<file path="config.mk">
export PLATFORM = sky130hd
export DESIGN_NAME = rtl_kernel_wizard_0_example_lfsr
export DESIGN_NICKNAME = d
export VERILOG_FILES = /design/src/rtl/rtl_kernel_wizard_0_example_lfsr.sv
export SDC_FILE = /design/constraint.sdc
export NUM_CORES = 1
export LEC_CHECK = 0
export CORE_MARGIN = 3
export CORE_UTILIZATION = 35
export CTS_CLUSTER_SIZE = 40
export DETAILED_ROUTE_END_ITERATION = 8
export PLACE_DENSITY = 0.64
export SLEW_MARGIN = 40
export SYNTH_ARGS = -nofsm -noshare
export SYNTH_HDL_FRONTEND = slang
export SYNTH_SLANG_ARGS = --single-unit
</file>
<file path="constraint.sdc">
create_clock -name i_clk -period 0.9 [get_ports i_clk]
set_input_delay 0.09 -clock i_clk [delete_from_list [all_inputs] [get_ports i_clk]]
set_output_delay 0.09 -clock i_clk [all_outputs]
set_load 0.01 [all_outputs]
</file>
<file path="src/rtl/rtl_kernel_wizard_0_example_lfsr.sv">
// Galois LFSR used as a pseudo-random backpressure source.
// Reload has priority over stepping; stepping only while i_clken is high.
module rtl_kernel_wizard_0_example_lfsr #(
  parameter int               WIDTH = 16,
  parameter logic [WIDTH-1:0] SEED  = {WIDTH{1'b1}},
  parameter logic [WIDTH-1:0] TAPS  = {WIDTH{1'b1}}
) (
  input  logic             i_clk,
  input  logic             i_rst,
  input  logic             i_clken,
  input  logic             i_reload,
  output logic [WIDTH-1:0] o_value
);

  logic [WIDTH-1:0] r_lfsr;

  always_ff @(posedge i_clk) begin
    if (i_rst || i_reload) r_lfsr <= SEED;
    else if (i_clken)      r_lfsr <= (r_lfsr >> 1) ^ (r_lfsr[0] ? TAPS : {WIDTH{1'b0}});
    else                   r_lfsr <= r_lfsr;
  end

  assign o_value = r_lfsr;

endmodule

</file>
; After elaboration in Yosys (flattened, before gate mapping)
; Index checks and enable logic that the tools add are counted.
[totals]
reg_bits = 16
in_bits = 4
[op_classes]
n_mux = 1
bitwise = 1
n_reduce_logical = 1
[op_table]
columns = cell, count
row1 = $mux W16, 1
row2 = $xor A15 B16 Y16, 1
row3 = $logic_or A1 B1 Y1, 1

; Depth between registers and ports, before layout
; Gate-level depths: netlist of the first run.
[depth]
ltp_word = 2
ltp_mapped = 4
mapped_depth_nobuf = 2

; Worst setup path after synthesis of the first run
; OpenSTA, ideal clock, no wires.
[synth_timing]
path_type = register to register
start = register r_lfsr[0] (netlist: o_value[0])
end = register r_lfsr[14] (netlist: o_value[14])
setup_ns = 0.129
arrival_ns = 0.876
t_required_ns = 0.771
path_slack_ns = -0.105
path_stages_with_launch = 5
synth_period_minus_slack_ns = 1.005
cell_sequence = dfxtp_1 -> buf_4 -> buf_6 -> xnor2_1 -> a21oi_1
[synth_via]
elab_chain_len = 2
[synth_rtl]
columns = element, line
row1 = "start, declared", 15  ; logic [WIDTH-1:0] r_lfsr;
row2 = "start signal, assigned", 19  ; else if (i_clken) r_lfsr <= (r_lfsr >> 1) ^ (r_lfsr[0] ? TAPS : {WIDTH{1'b0}});
row3 = "start signal, assigned", 20  ; else r_lfsr <= r_lfsr;
row4 = $mux W16, 19
row5 = $xor A15 B16 Y16, 19
; No other way between the ends.
; A chain may end at the register's enable or synchronous reset.

; Worst setup path after layout of the first run
[layout_timing]
start = register r_lfsr[0] (netlist: o_value[0])
end = register r_lfsr[12] (netlist: o_value[12])
; Same word-level chain as after synthesis.

==> impl_results.md, run 1 <==
* Outcome: complete, but fails checks
* Failing checks: negative setup slack
* Worst IR Drop VDD at slightly above 800 uV
* Post-synth cell types at 14
* RePlAce Congestion at 0.781
* Pin count of the biggest net entering global routing at 16
* Post-Synthesis Cells at 74
* Buffers and inverters on the worst path at 1
* Net switching power at 0.494 mW
* Arrival time at the worst endpoint at 1090 ps
* DRT Wirelength at about 2000 microns
* Combinational cell fraction of total power at 0.259
* RSZ-0062 raised after global routing: yes
* FF/Latch Area at around 340 sq um
* Clock Path Buffers at 2
* Worst reg2reg setup slack at -10 ps
* Hold-critical path depth at 4
* # Max-Cap Violations at 0
* Port Buffers at 19
* Die width at around 52 microns
* Switching share of power at 0.291
* Syn_area_per_cell at 10.0 sq um
* Drt first-iter violations at 6
* Standard-cell rows at 16
* Share of cells above drive strength 1 at 0.730
* Critical path class: flop to flop
* H-tree depth at 1
* Hold Crit Start: i_rst
* Number of antenna violations at the first check in global routing at 0
* Post-layout min period at approximately 910 ps
* Die area at 2700 sq um
* Routed vias at 701
* CP max-delay cell: dfxtp_4
* Slew HR at 0.840
* Post-Synthesis Cell Area at between 700 and 800 sq um
* Vias in the first global route at 614
* Final HPWL DP at 1090 microns
* Pint at 1.20 mW
* # IOs at 20
* Clk Latency, worst-skew pair at 280 ps
* Worst R2R End: o_value[12]
* DRC Markers at 0
* Num CTS Buffers at 3
* Hold crit path type: primary input to flop
* Global Route Usage Sum at 0.128
* Fin crit share at 1.02
* First-pass GRT wire length at 2620 microns
* Die Ht at 52.0 microns
* Max Freq at 1090 MHz
* Critical Path RT at between 1000 and 1500 ps
* Layout fillers at 146
* Leakage at around 0.48 nW
* Grt total ovfl at 0
* Worst hold endpoint: o_value[11]
* Critical Path, Cell by Cell: buf_8 > xnor2_1 > a21oi_1
* Final-stage net count at 116
* Antenna diodes at 0
* Delay of the slowest critical-path stage at 370 ps
* Root Driver: clkbuf_4
* Post-DR wirelength/cell at approximately 14 microns
* Post-CTS Setup Inserts at 0
* Reg-to-reg startpoint: o_value[0]
* Seq/Total Area, Yosys at 0.432
* Routed vias/inst at 5.08
* Area growth syn-to-layout at 81.9%
* Initial Util at 0.374
* Max reg flops at 16
* Overall Power at 1.70 mW
* Worst Setup Start Kind: flop
* CTS sink count at 16
* Clock power share at 0.288
* Final hold violations at 0
* Worst r2r path cells at 3
* Dpl ws at -316 ps
* Antenna-violating nets left at 0
* Seq cells post-synth at 16
* Clock Skews at 0.923 ps
* Top delay family on crit path: flip-flops
* Worst-path clk slew at 100 ps
* Worst setup EP type: flop
* Footprint of the multi-input gates at 594 sq um
* Pwr Density at around 1300 nW/um^2
* Seq pwr share at 0.453
* Worst Slack Setup Final at -13.6 ps
* TritonCTS clock tree: done
* Max-slew violation count at 0
* 1st-pass router iterations at 4
* Setup-failing EPs final at 2
* Ys Warns at 0
* CTS Hold Bufs at 0
* Placeable Area at 1980 sq um
* Worst-margin pin slew at 241 ps
* Crit Path Max Fanout at 10
* Post-Syn Nets at 78
[power groups by stage]
| stage | Sequential, mW | Combinational (mW) | Clock (mW) |
|---|---|---|---|
| after floorplan | 0.810 | 0.155 | 0 |
| final | 0.770 | 0.439 | 0.489 |
| after global routing | 0.775 | 0.468 | 0.535 |
| after detailed placement | 0.780 | 0.339 | 0 |
| after global placement | 0.778 | 0.336 | 0 |
| after CTS | 0.769 | 0.307 | 0.496 |
[synthesized netlist by cell type (all sizes together)]
cell type  instances  area (sq um)
nor2               1          3.75
and3               1          6.26
buf                9          75.1
dfxtp             16           320
mux2i              1          10.0
o21ai              1          5.00
nor4              14           100
a21oi             15          75.1
nor3b              1          18.8
nand2              1          3.75
xnor2             14           123
[tightest hold or removal path: stages]
cell	delay, ps
dlymetal6s2s_1	190
nor3b_4	70
buf_12	140
a21oi_1	100
[layout by cell type, fill, tap and decap left out, drive strengths merged]
master / n
nor4: 14
mux2i: 1
dfxtp: 16
o21ai: 1
clkbuf: 4
xnor2: 14
a21oi: 15
and3: 1
nor3b: 1
nand2: 1
buf: 39
dlymetal6s2s: 2
nor2: 1
dlygate4sd2: 1
[how the worst max path moves through the flow]
stage	startpoint	end	slack, ps	cells after the start
6_report	o_value[0]	o_value[12]	-10	3
4_1_cts	i_clken	o_value[14]	-4	4
3_3_place_gp	i_clken	o_value[13]	-310	4
2_1_floorplan	o_value[0]	o_value[10]	-30	4
5_1_grt	o_value[0]	o_value[12]	-80	3
3_5_place_dp	i_reload	o_value[8]	-320	4
[metrics by stage]
| stage | cells | cell area (sq um) | hold slack [ps] | setup TNS [ps] | utilization |
|---|---|---|---|---|---|
| after floorplan | 74 | 749 | 357 | -196 | - |
| after global placement | 134 | 1080 | 565 | -5110 | 0.543 |
| after detailed placement | 134 | 1080 | 562 | -5190 | 0.543 |
| after CTS | 138 | 1060 | 412 | -5.42 | 0.533 |
| after global routing | 138 | 1350 | 374 | -316 | 0.680 |
| final | 138 | 1350 | 354 | -16.1 | 0.680 |
[cells by family (layout without fill, tap and decap cells)]
group           after synthesis  count (layout)  synth area share
simple gates                 18              18             0.179
xor+xnor                     14              14             0.166
compound gates               16              16             0.108
flops                        16              16             0.432
buf+inv                       9              46             0.101
mux                           1               1            0.0135
[layout make-up]
type / count / area share
multi-input cells: 49 / 0.441
flip-flops and latches: 16 / 0.254
repair buffers: 42 / 0.253
clock buffers: 4 / 0.0269
well taps: 27 / 0.0251
[timing repair]
item                                    4_1_cts  5_1_grt
gates resized for setup                      81       47
pin swaps                                     0       11
endpoints found under the hold margin         0        0
endpoints found under the setup margin       19       16
[per-layer routing]
metal | GRT usage | vias up | routed length (microns)
li1 | - | 341 | -
met1 | 0.162 | 340 | 796
met2 | 0.211 | 16 | 1060
met3 | 0.0258 | 4 | 87
met4 | 0.0524 | 0 | 33
met5 | 0 | - | 0
Note: power is estimated with default switching activity, not from simulation.
==> inputs of run 2 (changes only) <==
- CORE_UTILIZATION: 35 -> 41
- HOLD_SLACK_MARGIN: default -> 0.15
- PLACE_DENSITY: 0.64 -> 0.73
- SLEW_MARGIN: 40 -> default
==> run 2 against run 1 <==
  * Worst hold slack worse by 7.1 ps
  * Highest routed layer unchanged
  * Maximum frequency decreased by 0.40%
  * Clock-buffer cell count is the same
  * Critical endpoint is now o_value[13]
  * Critical path type unchanged
  * Largest cell class unchanged
  * Worst setup slack got worse by 3.7 ps
  * The flow still finishes with violations (negative setup slack)
  * Cell area down 4.4%
  * Global-route usage rose by 2.5 points
  * Utilization grew 13 points
  * Via count down 2.0%
  * Critical path depth did not move
==> impl_results.md, run 2 (same netlist as run 1, synthesis figures left out) <==
* TritonCTS clock tree: done
* Worst IR Drop VDD at 1070 uV (+32%)
* Worst reg2reg setup slack at -20 ps (about the same)
* Worst Slack Setup Final at -17.3 ps (-3.68 ps)
* Global Route Usage Sum at 0.154 (+0.0254)
* Worst R2R End: o_value[13]
* Clock Skews at 8.83 ps (+7.91 ps)
* Leakage at 0.465 nW (-4.0%)
* Hold crit path type: primary input to flop
* Root Driver: clkbuf_4
* Final hold violations at 0 (unchanged)
* # Max-Cap Violations at 0 (unchanged)
* Antenna diodes at 0 (unchanged)
* Number of antenna violations at the first check in global routing at 0 (unchanged)
* Drt first-iter violations at 8 (+2)
* Max Freq at 1090 MHz (-0.40%)
* Final setup TNS at -51.4 ps (-35.2 ps)
* Pwr Density at 1290 nW/um^2 (+2.3%)
* Outcome: complete, but fails checks
* RSZ-0062 raised after global routing: yes
* Max reg flops at 16 (unchanged)
* Worst r2r path cells at 3 (unchanged)
* Area growth syn-to-layout at 74.0%
* Final Util at 0.808 (+0.129)
* RePlAce Congestion at 0.742 (-5.0%)
* Hold-critical path depth at 4 (unchanged)
* Worst Setup Start Kind: flop
* Die Ht at 48.5 microns (-6.7%)
* Routed vias/inst at 5.17 (+1.7%)
* Worst setup EP type: flop
* Standard-cell rows at 14 (-2)
* Grt total ovfl at 0 (unchanged)
* Initial Util at 0.465 (+0.0909)
* Hold Crit Start: i_reload
* H-tree depth at 1 (unchanged)
* Crit Path Max Fanout at 2 (-8)
* Die width at 48.5 microns (-6.7%)
* DRT Wirelength at 2150 microns (+8.7%)
* Port Buffers at 19 (unchanged)
* Critical path class: flop to flop
* Most frequent cells in the layout: dfxtp_2 (15), buf_2 (15), a21oi_1 (14)
* Pin count of the biggest net entering global routing at 18 (+2)
* Arrival time at the worst endpoint at 1090 ps (about the same)
* Slew HR at 0.835 (-0.00466)
* Worst-margin pin slew at 245 ps (+4.73 ps)
* Post-DR wirelength/cell at 16.2 microns (+13%)
* Clk Latency, worst-skew pair at 280 ps (about the same)
* 1st-pass router iterations at 4 (unchanged)
* Clock Path Buffers at 2 (unchanged)
* Post-layout min period at 917 ps (+3.68 ps)
* Worst-path clk slew at 100 ps (about the same)
* Die area at 2350 sq um (-13%)
* Failing checks: negative setup slack
* Antenna-violating nets left at 0 (unchanged)
* Vias in the first global route at 624 (+1.6%)
* # IOs at 20 (unchanged)
* Critical Path RT at 1070 ps (about the same)
* Fin crit share at 1.02 (+0.00408)
* Routed vias at 687 (-2.0%)
* Final-stage net count at 114 (-1.7%)
* Max-slew violation count at 0 (unchanged)
* CTS sink count at 16 (unchanged)
* DRC Markers at 0 (unchanged)
* Num CTS Buffers at 3 (unchanged)
* Setup-failing EPs final at 7 (+5)
* Placeable Area at 1590 sq um (-20%)
* Worst hold endpoint: o_value[7]
* Share of cells above drive strength 1 at 0.716 (-0.0141)
* First-pass GRT wire length at 2890 microns (+10%)
* Final HPWL DP at 1110 microns (+1.5%)
* Reg-to-reg startpoint: o_value[13]
run 2: cell types whose count changed in the layout (fill, tap and decap cells not counted), sizes merged:
cell | previous run | this run
buf | 39 | 37
run 2: area by class of cell:
cell class | instances | area (sq um)
flip-flops and latches | 16 | 343
multi-input cells | 49 | 539
clock buffers | 4 | 36.3
fillers | 99 | 305
repair buffers | 40 | 340
well taps | 24 | 30.0
run 2: worst max-delay path, stage by stage, from the launching register on:
cell     delay (ps)
dfxtp_2         340
buf_4           140
nor4_1          270
a21oi_1          70
run 2: layer usage:
layer	wire length, microns	GRT usage	vias up
met5	0	0	-
met4	9	0.0427	0
met3	69	0.0337	2
met2	1160	0.239	10
met1	907	0.215	333
li1	-	-	342
run 2: metrics by stage:
stage	total power [mW]	worst slack [ps]	cells	hold WS, ps	instance area (sq um)
6_report	1.66	-17.3	133	347	1290
5_1_grt	1.74	-68.3	133	364	1290
4_1_cts	1.58	5.40	133	407	1080
3_5_place_dp	1.12	-332	129	570	1070
3_3_place_gp	1.11	-309	129	562	1070
2_1_floorplan	0.965	-25.2	74	357	749
run 2: how the worst max path moves through the flow:
stage	start	to	slack [ps]	cells past startpoint
6_report	o_value[13]	o_value[13]	-20	3
3_3_place_gp	i_clken	o_value[10]	-310	4
2_1_floorplan	o_value[0]	o_value[10]	-30	4
4_1_cts	o_value[7]	o_value[7]	5	3
3_5_place_dp	i_reload	o_value[10]	-330	4
5_1_grt	o_value[0]	o_value[4]	-70	3
run 2: where the power goes:
part | internal (mW) | leakage (nW) | switching, mW | total (mW)
clock | 0.246 | 0.0210 | 0.224 | 0.470
sequential | 0.750 | 0.126 | 0.0206 | 0.770
combinational | 0.203 | 0.319 | 0.218 | 0.421
total | 1.20 | 0.465 | 0.462 | 1.66
run 2: repair_timing:
action | 4_1_cts | 5_1_grt
resized for setup | 86 | 36
hold buffers | 0 | 0
pin swaps | 0 | 4
endpoints found under the hold margin | 0 | 0
buffers inserted | 0 | 0
setup endpoints to repair | 31 | 16
